<file path="config.mk">
export PLATFORM = sky130hd
export DESIGN_NAME = conv_window_fetch
export DESIGN_NICKNAME = d
export VERILOG_FILES = /design/src/rtl/conv_window_fetch.sv
export SDC_FILE = /design/constraint.sdc
export NUM_CORES = 1
export LEC_CHECK = 0
export BUFFER_PORTS_ARGS = -buffer_cell sky130_fd_sc_hd__buf_2
export CORE_MARGIN = 3
export CORE_UTILIZATION = 47
export CTS_BUF_LIST = sky130_fd_sc_hd__clkbuf_4 sky130_fd_sc_hd__clkbuf_8 sky130_fd_sc_hd__clkbuf_16
export DETAILED_ROUTE_END_ITERATION = 6
export GPL_TIMING_DRIVEN = 0
export PLACE_DENSITY = 0.73
export SYNTH_ARGS = -nofsm -noshare
export SYNTH_HDL_FRONTEND = slang
export SYNTH_SLANG_ARGS = --single-unit
</file>
<file path="constraint.sdc">
create_clock -name i_clk -period 5.4 [get_ports i_clk]
set_input_delay 1.08 -clock i_clk [delete_from_list [all_inputs] [get_ports i_clk]]
set_output_delay 1.08 -clock i_clk [all_outputs]
set_load 0.005 [all_outputs]
</file>
<file path="src/rtl/conv_window_fetch.sv">
// Read-side sequencer: drives KSIZE BRAM read ports row by row and assembles
// stride-1 KSIZE x KSIZE windows for the MAC array behind a valid/ready handshake.
module conv_window_fetch #(
    parameter int unsigned ADDR_WIDTH = $clog2((252**2)*2),
    parameter int unsigned RAM_WIDTH  = 8,
    parameter int unsigned IMG_W      = 252,
    parameter int unsigned KSIZE      = 3,
    parameter int unsigned BASE_ADDR  = 0
) (
    input  logic                                i_clk,
    input  logic                                i_rst,
    input  logic                                i_start,
    output logic                                o_busy,
    output logic                                o_done,
    output logic [ADDR_WIDTH*KSIZE-1:0]         o_r_addrs,
    input  logic [RAM_WIDTH*KSIZE-1:0]          i_data,
    output logic [RAM_WIDTH*KSIZE*KSIZE-1:0]    o_window,
    output logic                                o_valid,
    input  logic                                i_ready
);

    localparam int unsigned CW   = $clog2(IMG_W + 1);
    localparam int unsigned COLW = RAM_WIDTH * KSIZE;
    localparam int unsigned WINW = COLW * KSIZE;
    localparam int unsigned AALL = ADDR_WIDTH * KSIZE;
    localparam logic [CW-1:0]         LAST_COL = CW'(IMG_W - 1);
    localparam logic [CW-1:0]         LAST_ROW = CW'(IMG_W - KSIZE);
    localparam logic [CW-1:0]         K_CNT    = CW'(KSIZE);
    localparam logic [ADDR_WIDTH-1:0] ROW_STEP = ADDR_WIDTH'(IMG_W);
    localparam logic [ADDR_WIDTH-1:0] BASE     = ADDR_WIDTH'(BASE_ADDR);

    typedef enum logic [1:0] {S_IDLE, S_FETCH, S_DRAIN, S_DONE} state_t;

    state_t                 state_q, state_d;
    logic [CW-1:0]          col_q, col_d, row_q, row_d, fill_q, fill_d;
    logic [ADDR_WIDTH-1:0]  row_base_q, row_base_d;
    logic [AALL-1:0]        addrs_q, addrs_d;
    logic                   a_vld_q, a_vld_d, a_first_q, a_first_d;
    logic                   d_vld_q, d_vld_d, d_first_q, d_first_d;
    logic [COLW-1:0]        skid_q, skid_d;
    logic                   skid_vld_q, skid_vld_d, skid_first_q, skid_first_d;
    logic [WINW-1:0]        win_q, win_d;
    logic                   valid_q, valid_d, busy_q, busy_d, done_q, done_d;

    logic                   stall, hs, src_vld, src_first, shift;
    logic [COLW-1:0]        src_data;

    assign o_busy    = busy_q;
    assign o_done    = done_q;
    assign o_r_addrs = addrs_q;
    assign o_window  = win_q;
    assign o_valid   = valid_q;

    // State and datapath registers
    always_ff @(posedge i_clk) begin
        if (i_rst) begin
            state_q      <= S_IDLE;
            col_q        <= '0;
            row_q        <= '0;
            fill_q       <= '0;
            row_base_q   <= '0;
            addrs_q      <= '0;
            a_vld_q      <= 1'b0;
            a_first_q    <= 1'b0;
            d_vld_q      <= 1'b0;
            d_first_q    <= 1'b0;
            skid_q       <= '0;
            skid_vld_q   <= 1'b0;
            skid_first_q <= 1'b0;
            win_q        <= '0;
            valid_q      <= 1'b0;
            busy_q       <= 1'b0;
            done_q       <= 1'b0;
        end else begin
            state_q      <= state_d;
            col_q        <= col_d;
            row_q        <= row_d;
            fill_q       <= fill_d;
            row_base_q   <= row_base_d;
            addrs_q      <= addrs_d;
            a_vld_q      <= a_vld_d;
            a_first_q    <= a_first_d;
            d_vld_q      <= d_vld_d;
            d_first_q    <= d_first_d;
            skid_q       <= skid_d;
            skid_vld_q   <= skid_vld_d;
            skid_first_q <= skid_first_d;
            win_q        <= win_d;
            valid_q      <= valid_d;
            busy_q       <= busy_d;
            done_q       <= done_d;
        end
    end

    // Next-state, issue, column pipeline and window logic
    always_comb begin
        state_d      = state_q;
        col_d        = col_q;
        row_d        = row_q;
        fill_d       = fill_q;
        row_base_d   = row_base_q;
        addrs_d      = addrs_q;
        a_vld_d      = a_vld_q;
        a_first_d    = a_first_q;
        skid_d       = skid_q;
        skid_vld_d   = skid_vld_q;
        skid_first_d = skid_first_q;
        win_d        = win_q;
        valid_d      = valid_q;

        stall     = valid_q && !i_ready;
        hs        = valid_q && i_ready;
        src_vld   = skid_vld_q || d_vld_q;
        src_first = skid_vld_q ? skid_first_q : d_first_q;
        src_data  = skid_vld_q ? skid_q : i_data;
        shift     = src_vld && !stall;

        // A stalled address is simply re-read next cycle, so only the
        // word already on i_data needs the skid slot.
        d_vld_d   = a_vld_q && !stall;
        d_first_d = a_first_q;

        if (stall && d_vld_q) begin
            skid_d       = i_data;
            skid_vld_d   = 1'b1;
            skid_first_d = d_first_q;
        end else if (shift && skid_vld_q) begin
            skid_vld_d   = 1'b0;
        end

        if (shift) begin
            for (int ky = 0; ky < int'(KSIZE); ky++) begin
                for (int kx = 0; kx < int'(KSIZE); kx++) begin
                    if (kx == int'(KSIZE) - 1)
                        win_d[(ky*KSIZE + kx)*RAM_WIDTH +: RAM_WIDTH] =
                            src_data[ky*RAM_WIDTH +: RAM_WIDTH];
                    else
                        win_d[(ky*KSIZE + kx)*RAM_WIDTH +: RAM_WIDTH] =
                            win_q[(ky*KSIZE + kx + 1)*RAM_WIDTH +: RAM_WIDTH];
                end
            end
            fill_d  = src_first ? CW'(1) : fill_q + CW'(1);
            valid_d = (fill_d >= K_CNT);
        end else if (hs) begin
            valid_d = 1'b0;
        end

        case (state_q)
            S_IDLE: begin
                if (i_start) begin
                    state_d    = S_FETCH;
                    col_d      = '0;
                    row_d      = '0;
                    row_base_d = BASE;
                end
            end
            S_FETCH: begin
                if (!a_vld_q || !stall) begin
                    for (int p = 0; p < int'(KSIZE); p++)
                        addrs_d[p*ADDR_WIDTH +: ADDR_WIDTH] = row_base_q +
                            ADDR_WIDTH'(col_q) + ADDR_WIDTH'(p*IMG_W);
                    a_vld_d   = 1'b1;
                    a_first_d = (col_q == '0);
                    if (col_q == LAST_COL) begin
                        col_d      = '0;
                        row_d      = row_q + CW'(1);
                        row_base_d = row_base_q + ROW_STEP;
                        if (row_q == LAST_ROW)
                            state_d = S_DRAIN;
                    end else begin
                        col_d = col_q + CW'(1);
                    end
                end
            end
            S_DRAIN: begin
                if (!stall)
                    a_vld_d = 1'b0;
                if (!a_vld_q && !d_vld_q && !skid_vld_q && (!valid_q || hs))
                    state_d = S_DONE;
            end
            default: state_d = S_IDLE;
        endcase

        busy_d = (state_d == S_FETCH) || (state_d == S_DRAIN);
        done_d = (state_d == S_DONE);
    end

endmodule

</file>
After elaboration in Yosys (flattened, before gate mapping) --
Index checks and enable logic that the tools add are counted.
Cells by class: $lt $le $gt $ge 1, reductions and logical operators 29, multiplexer cells 27, eq/ne operators 11, add/subtract/negate cells 7
Operators by type and width (count):
- 2-to-1 mux 17 bit | 3
- 2-to-1 mux 8 bit | 6
- adder 17 x 8 -> 17 bit (second input constant) | 2
- one-hot mux 17 bit (2 select lines) | 1
- one-hot mux 8 bit (2 select lines) | 2
- adder 8 x 1 -> 8 bit (second input constant) | 3
- 2-to-1 mux 24 bit | 1
- adder 17 x 8 -> 17 bit | 1
- adder 17 x 9 -> 17 bit (second input constant) | 1
- == test 8 bit (second input constant) | 2
- 2-to-1 mux 2 bit | 5
- logical AND 1 bit | 9
- greater-or-equal comparator 8 x 2 -> 1 bit (second input constant) | 1
- zero test 8 bit | 1
- inequality test 2 bit (second input constant) | 4
- nonzero test 2 bit | 4
- 2-to-1 mux 1 bit | 7
- == test 2 bit (second input constant) | 3
- zero test 1 bit | 6
- one-hot mux 2 bit (3 select lines) | 1
- AND reduction 3 bit | 2
- == test 2 x 1 -> 1 bit (second input constant) | 2
- logical OR 1 bit | 4
- AND reduction 4 bit | 1
- 3 further kinds | 3
Storage, ports and cells: output and inout port bits 126, flip-flop bits (word level) 199, logic and storage cells 92, input port bits 28

Longest topological paths before layout --
depth after elaboration 8, depth in mapped cells 12, mapped depth without buffers 12

Worst setup path after synthesis --
No wires, ideal clock.
kind in2reg, start point input i_ready, end point register row_base_q[14], cell stages on the path 8, data required time 5.329 ns, buffers on the path 2, data arrival time 2.648 ns, slack 2.681 ns, library setup time 0.071 ns, cells stage by stage nor2b_1 > buf_2 > a311oi_2 > a21boi_2 > buf_4 > nand3_2 > or3_1 > a21oi_1
On the way: word-level cells in the longest chain between the ends 6
Ends and longest elaborated chain:
- start, declared | line 19 | input logic i_ready
- zero test 1 bit | line 111 | stall = valid_q && !i_ready;
- logical AND 1 bit | line 111
- zero test 1 bit
- logical OR 1 bit | line 158 | if (!a_vld_q || !stall) begin
- inequality test 2 bit (no source line)
- AND reduction 4 bit (no source line)
- end signal, assigned | line 79 | row_base_q <= row_base_d;
- end, declared | line 36 | logic [ADDR_WIDTH-1:0] row_base_q, row_base_d;
Every way passes these cells. A chain may end at the register's enable or synchronous reset.

Final worst setup path --
start point register col_q[3], end point register addrs_q[32] (netlist: o_r_addrs[32])
On the way: word-level cells in the longest chain between the ends 2
Ends and longest elaborated chain:
- start, declared | line 35 | logic [CW-1:0] col_q, col_d, row_q, row_d, fill_q, fill_d;
- start signal, assigned | line 76 | col_q <= col_d;
- adder 17 x 8 -> 17 bit | line 160 | addrs_d[p*ADDR_WIDTH +: ADDR_WIDTH] = row_base_q +
- adder 17 x 8 -> 17 bit | line 161 | ADDR_WIDTH'(col_q) + ADDR_WIDTH'(p*IMG_W);
- end signal, assigned | line 80 | addrs_q <= addrs_d;
- end, declared | line 37 | logic [AALL-1:0] addrs_q, addrs_d;
Every way passes these cells.

==> impl_metrics.py <==
metrics = {
    "outcome": {
        "status": "finished, final reports clean",
    },
    "yosys": {
        "avgSynthCellArea_um2": 8.30,
        "synth.most_common_cell": "nand2_1",
        "synth_top_area_share_pct": 46.0,
        "synth_area_leader_cell": "dfxtp_1",
        "synth_area_um2": 8360,
        "synthCells": 1007,
        "ys.flop_type": "dfxtp_1",
        "synth.top_cells.by_area": "dfxtp_1 (46%), nand2_1 (9.3%), a21oi_1 (6.3%)",
        "yosysUniqueCellTypes": 67,
        "ys_seq_area_share_pct": 46.0,
        "yosysWarnings": 0,
        "syn-num-nets": 1051,
        "synth-edff-count": 0,
        "synthArstFlopShare_pct": 0,
        "synth_seq_cells": 192,
        "yosys-top-cells-count": "nand2_1 (208), dfxtp_1 (192), nor2_1 (120)",
    },
    "place": {
        "dp_hpwl_mm": 17.5,
        "gp_congestion": 0.955,
        "numPortBuffers": 152,
    },
    "min_path": {
        "min_from": "a_first_q",
        "hold_path_end": "a_first_q",
        "hold_class": "register to register",
        "hold_depth": 2,
    },
    "floorplan": {
        "ios": 154,
        "die_y_um": 139,
        "die-area_um2": 19400,
        "rows": 48,
        "die_w_um": 139,
        "coreArea_um2": 17400,
        "start_util_pct": 48.2,
    },
    "route": {
        "drt_iter0_markers": 443,
        "routed_via_density": 5.36,
        "drc": 0,
        "drt-total-wl_mm": 23.0,
        "num_vias": 7581,
        "wl_per_cell_um": 16.3,
        "antenna_left": 0,
        "dr.pass1.iters": 5,
    },
    "worst_setup_path": {
        "path_class": "register to register",
        "r2r_slack_ns": 2.17,
        "reg2reg_depth": 12,
        "r2r_end": "o_r_addrs[32]",
        "worst-endpoint-required_ns": 5.69,
        "worstSetupEndpointType": "register",
        "worst-path-max-fanout": 7,
        "arrival_ns": 3.52,
        "timing.rr.start": "col_q[3]",
        "cp-start-kind": "register",
    },
    "cells_and_area": {
        "finalCoreUtilization_pct": 57.3,
        "syn2layout_area_growth_pct": 19.1,
        "layout-drive-gt1-share_pct": 17.6,
        "fin_nets": 1222,
        "antenna_cells": 0,
    },
    "timing": {
        "period_share_pct": 59.7,
        "clock_skew_ns": 0.0109,
        "setup_viol": 0,
        "slew_violations": 0,
        "rsz0062_at_grt": "no",
        "timing_hold_violations_final": 0,
        "period_needed_ns": 3.23,
        "max_freq_mhz": 310,
        "finalSetupTns_ns": 0,
        "slew_headroom_pct": 48.1,
        "tightest_slew_ns": 0.778,
    },
    "clock_tree": {
        "cts_buffers": 17,
        "cts_hold_buffers": 0,
        "clk_pin_slew_ns": 0.07,
        "cts_setup_buffers": 0,
        "numClockSinks": 192,
        "postCtsResizedCells": 0,
        "cts_tree": "done",
        "htreeDepth": 4,
        "clockRootBuffer": "clkbuf_16",
        "clk_latency_ns": 0.43,
        "clockBufferDepth": 2,
    },
    "power": {
        "leakage_uw": 0.00392,
        "peakVddDrop_mv": 0.238,
        "p_per_area_nw_per_um2": 310,
    },
    "grt": {
        "grt-ovfl-total": 0,
        "grt_antenna_before_repair": 0,
        "grt_usage_pct": 23.1,
        "grt_max_degree": 18,
        "grt_pass1_vias": 7025,
        "grt_pass1_wl_mm": 36.6,
    },
    "run": {
        "cap_violations": 0,
    },
}
worst max-delay path: stages, from the launching register on:
cell and delay [ns]:
dfxtp_1 0.45, ha_1 0.36, a21o_1 0.26, xor2_1 0.21, inv_1 0.12, ha_1 0.23
inv_1 0.14, a21oi_1 0.27, o21ai_0 0.22, o22a_2 0.29, o21ai_1 0.17, xor2_1 0.26
a211oi_1 0.11
area by class of cell:
type / count / area [um2]
Fill cell: 1631 / 7400
Multi-Input combinational cell: 738 / 4200
Sequential cell: 192 / 3840
Timing Repair Buffer: 152 / 761
Clock buffer: 19 / 447
Tap cell: 225 / 282
Buffer: 65 / 269
Clock inverter: 12 / 104
Inverter: 12 / 45.0
per-stage QoR:
step	power, uW	cell area, um2	hold WS (ns)	std cells	setup WS, ns
2_1_floorplan	1770	8360	0.427	1007	2.68
3_3_place_gp	1910	9400	0.433	1384	2.10
3_5_place_dp	1910	9400	0.440	1384	2.12
4_1_cts	3090	9950	0.448	1415	2.22
5_1_grt	3200	9950	0.465	1415	2.00
6_report	3080	9950	0.448	1415	2.17
registers in the layout, indices dropped and copies added, names as in the netlist:
signal and cells:
o_window 72, o_r_addrs 46, skid_q 24, row_base_q 15
col_q 8, fill_q 8, row_q 8, state_q 2
a_first_q 1, a_vld_q 1, d_first_q 1, d_vld_q 1
o_busy 1, o_done 1, o_valid 1, skid_first_q 1
skid_vld_q 1
per-layer routing:
layer,GRT usage [%],share of wire [%]
met1,30.8,45
met2,39.0,48
met3,4.16,5.5
met4,5.72,1.6
met5,0,0
layout by cell type (no fill, tap or decap), types with 5 or more instances in the layout:
master       n
nand2_1    208
nand3_1     13
nor2_1     120
clkbuf_1    53
buf_2      154
dfxtp_1    192
a31oi_1      8
nor3_1      19
and3_1       7
o21ai_0     18
xnor2_1     23
buf_4        6
or3_1        7
xor2_1      31
and2_1       8
a21oi_1    105
nand4_1      5
nor2b_1      6
ha_1        16
clkbuf_16   17
inv_1       11
mux2i_1     28
a211oi_1    44
worst max-delay path by stage:
| stage | from | to | slack (ns) | cells past startpoint |
|---|---|---|---|---|
| floorplan | i_ready | row_base_q[14] | 2.68 | 8 |
| global placement | i_ready | o_r_addrs[5] | 2.10 | 10 |
| detailed placement | i_ready | o_r_addrs[5] | 2.12 | 10 |
| CTS | col_q[3] | o_r_addrs[32] | 2.22 | 12 |
| global route | col_q[3] | o_r_addrs[32] | 2.00 | 11 |
| finish | col_q[3] | o_r_addrs[32] | 2.17 | 12 |
where the power goes:
part	leakage [uW]	total [uW]	internal, uW	switching, uW
clock network	0.000273	1200	619	578
registers	0.00156	1500	1470	39.6
logic	0.00209	380	140	239
kinds of logic (layout without fill, tap and decap cells):
group,count (synthesis),after routing,synth area share [%]
AO/OA/AOI/OAI,218,218,16.7
XOR/XNOR,54,54,5.66
adder cells (fa/ha/maj),16,16,2.39
buffers and inverters,77,260,3.76
flip-flops,192,192,46.0
multiplexers,30,30,3.76
AND/OR/NAND/NOR,420,420,21.7
Note: power is estimated with default switching activity, not from simulation.
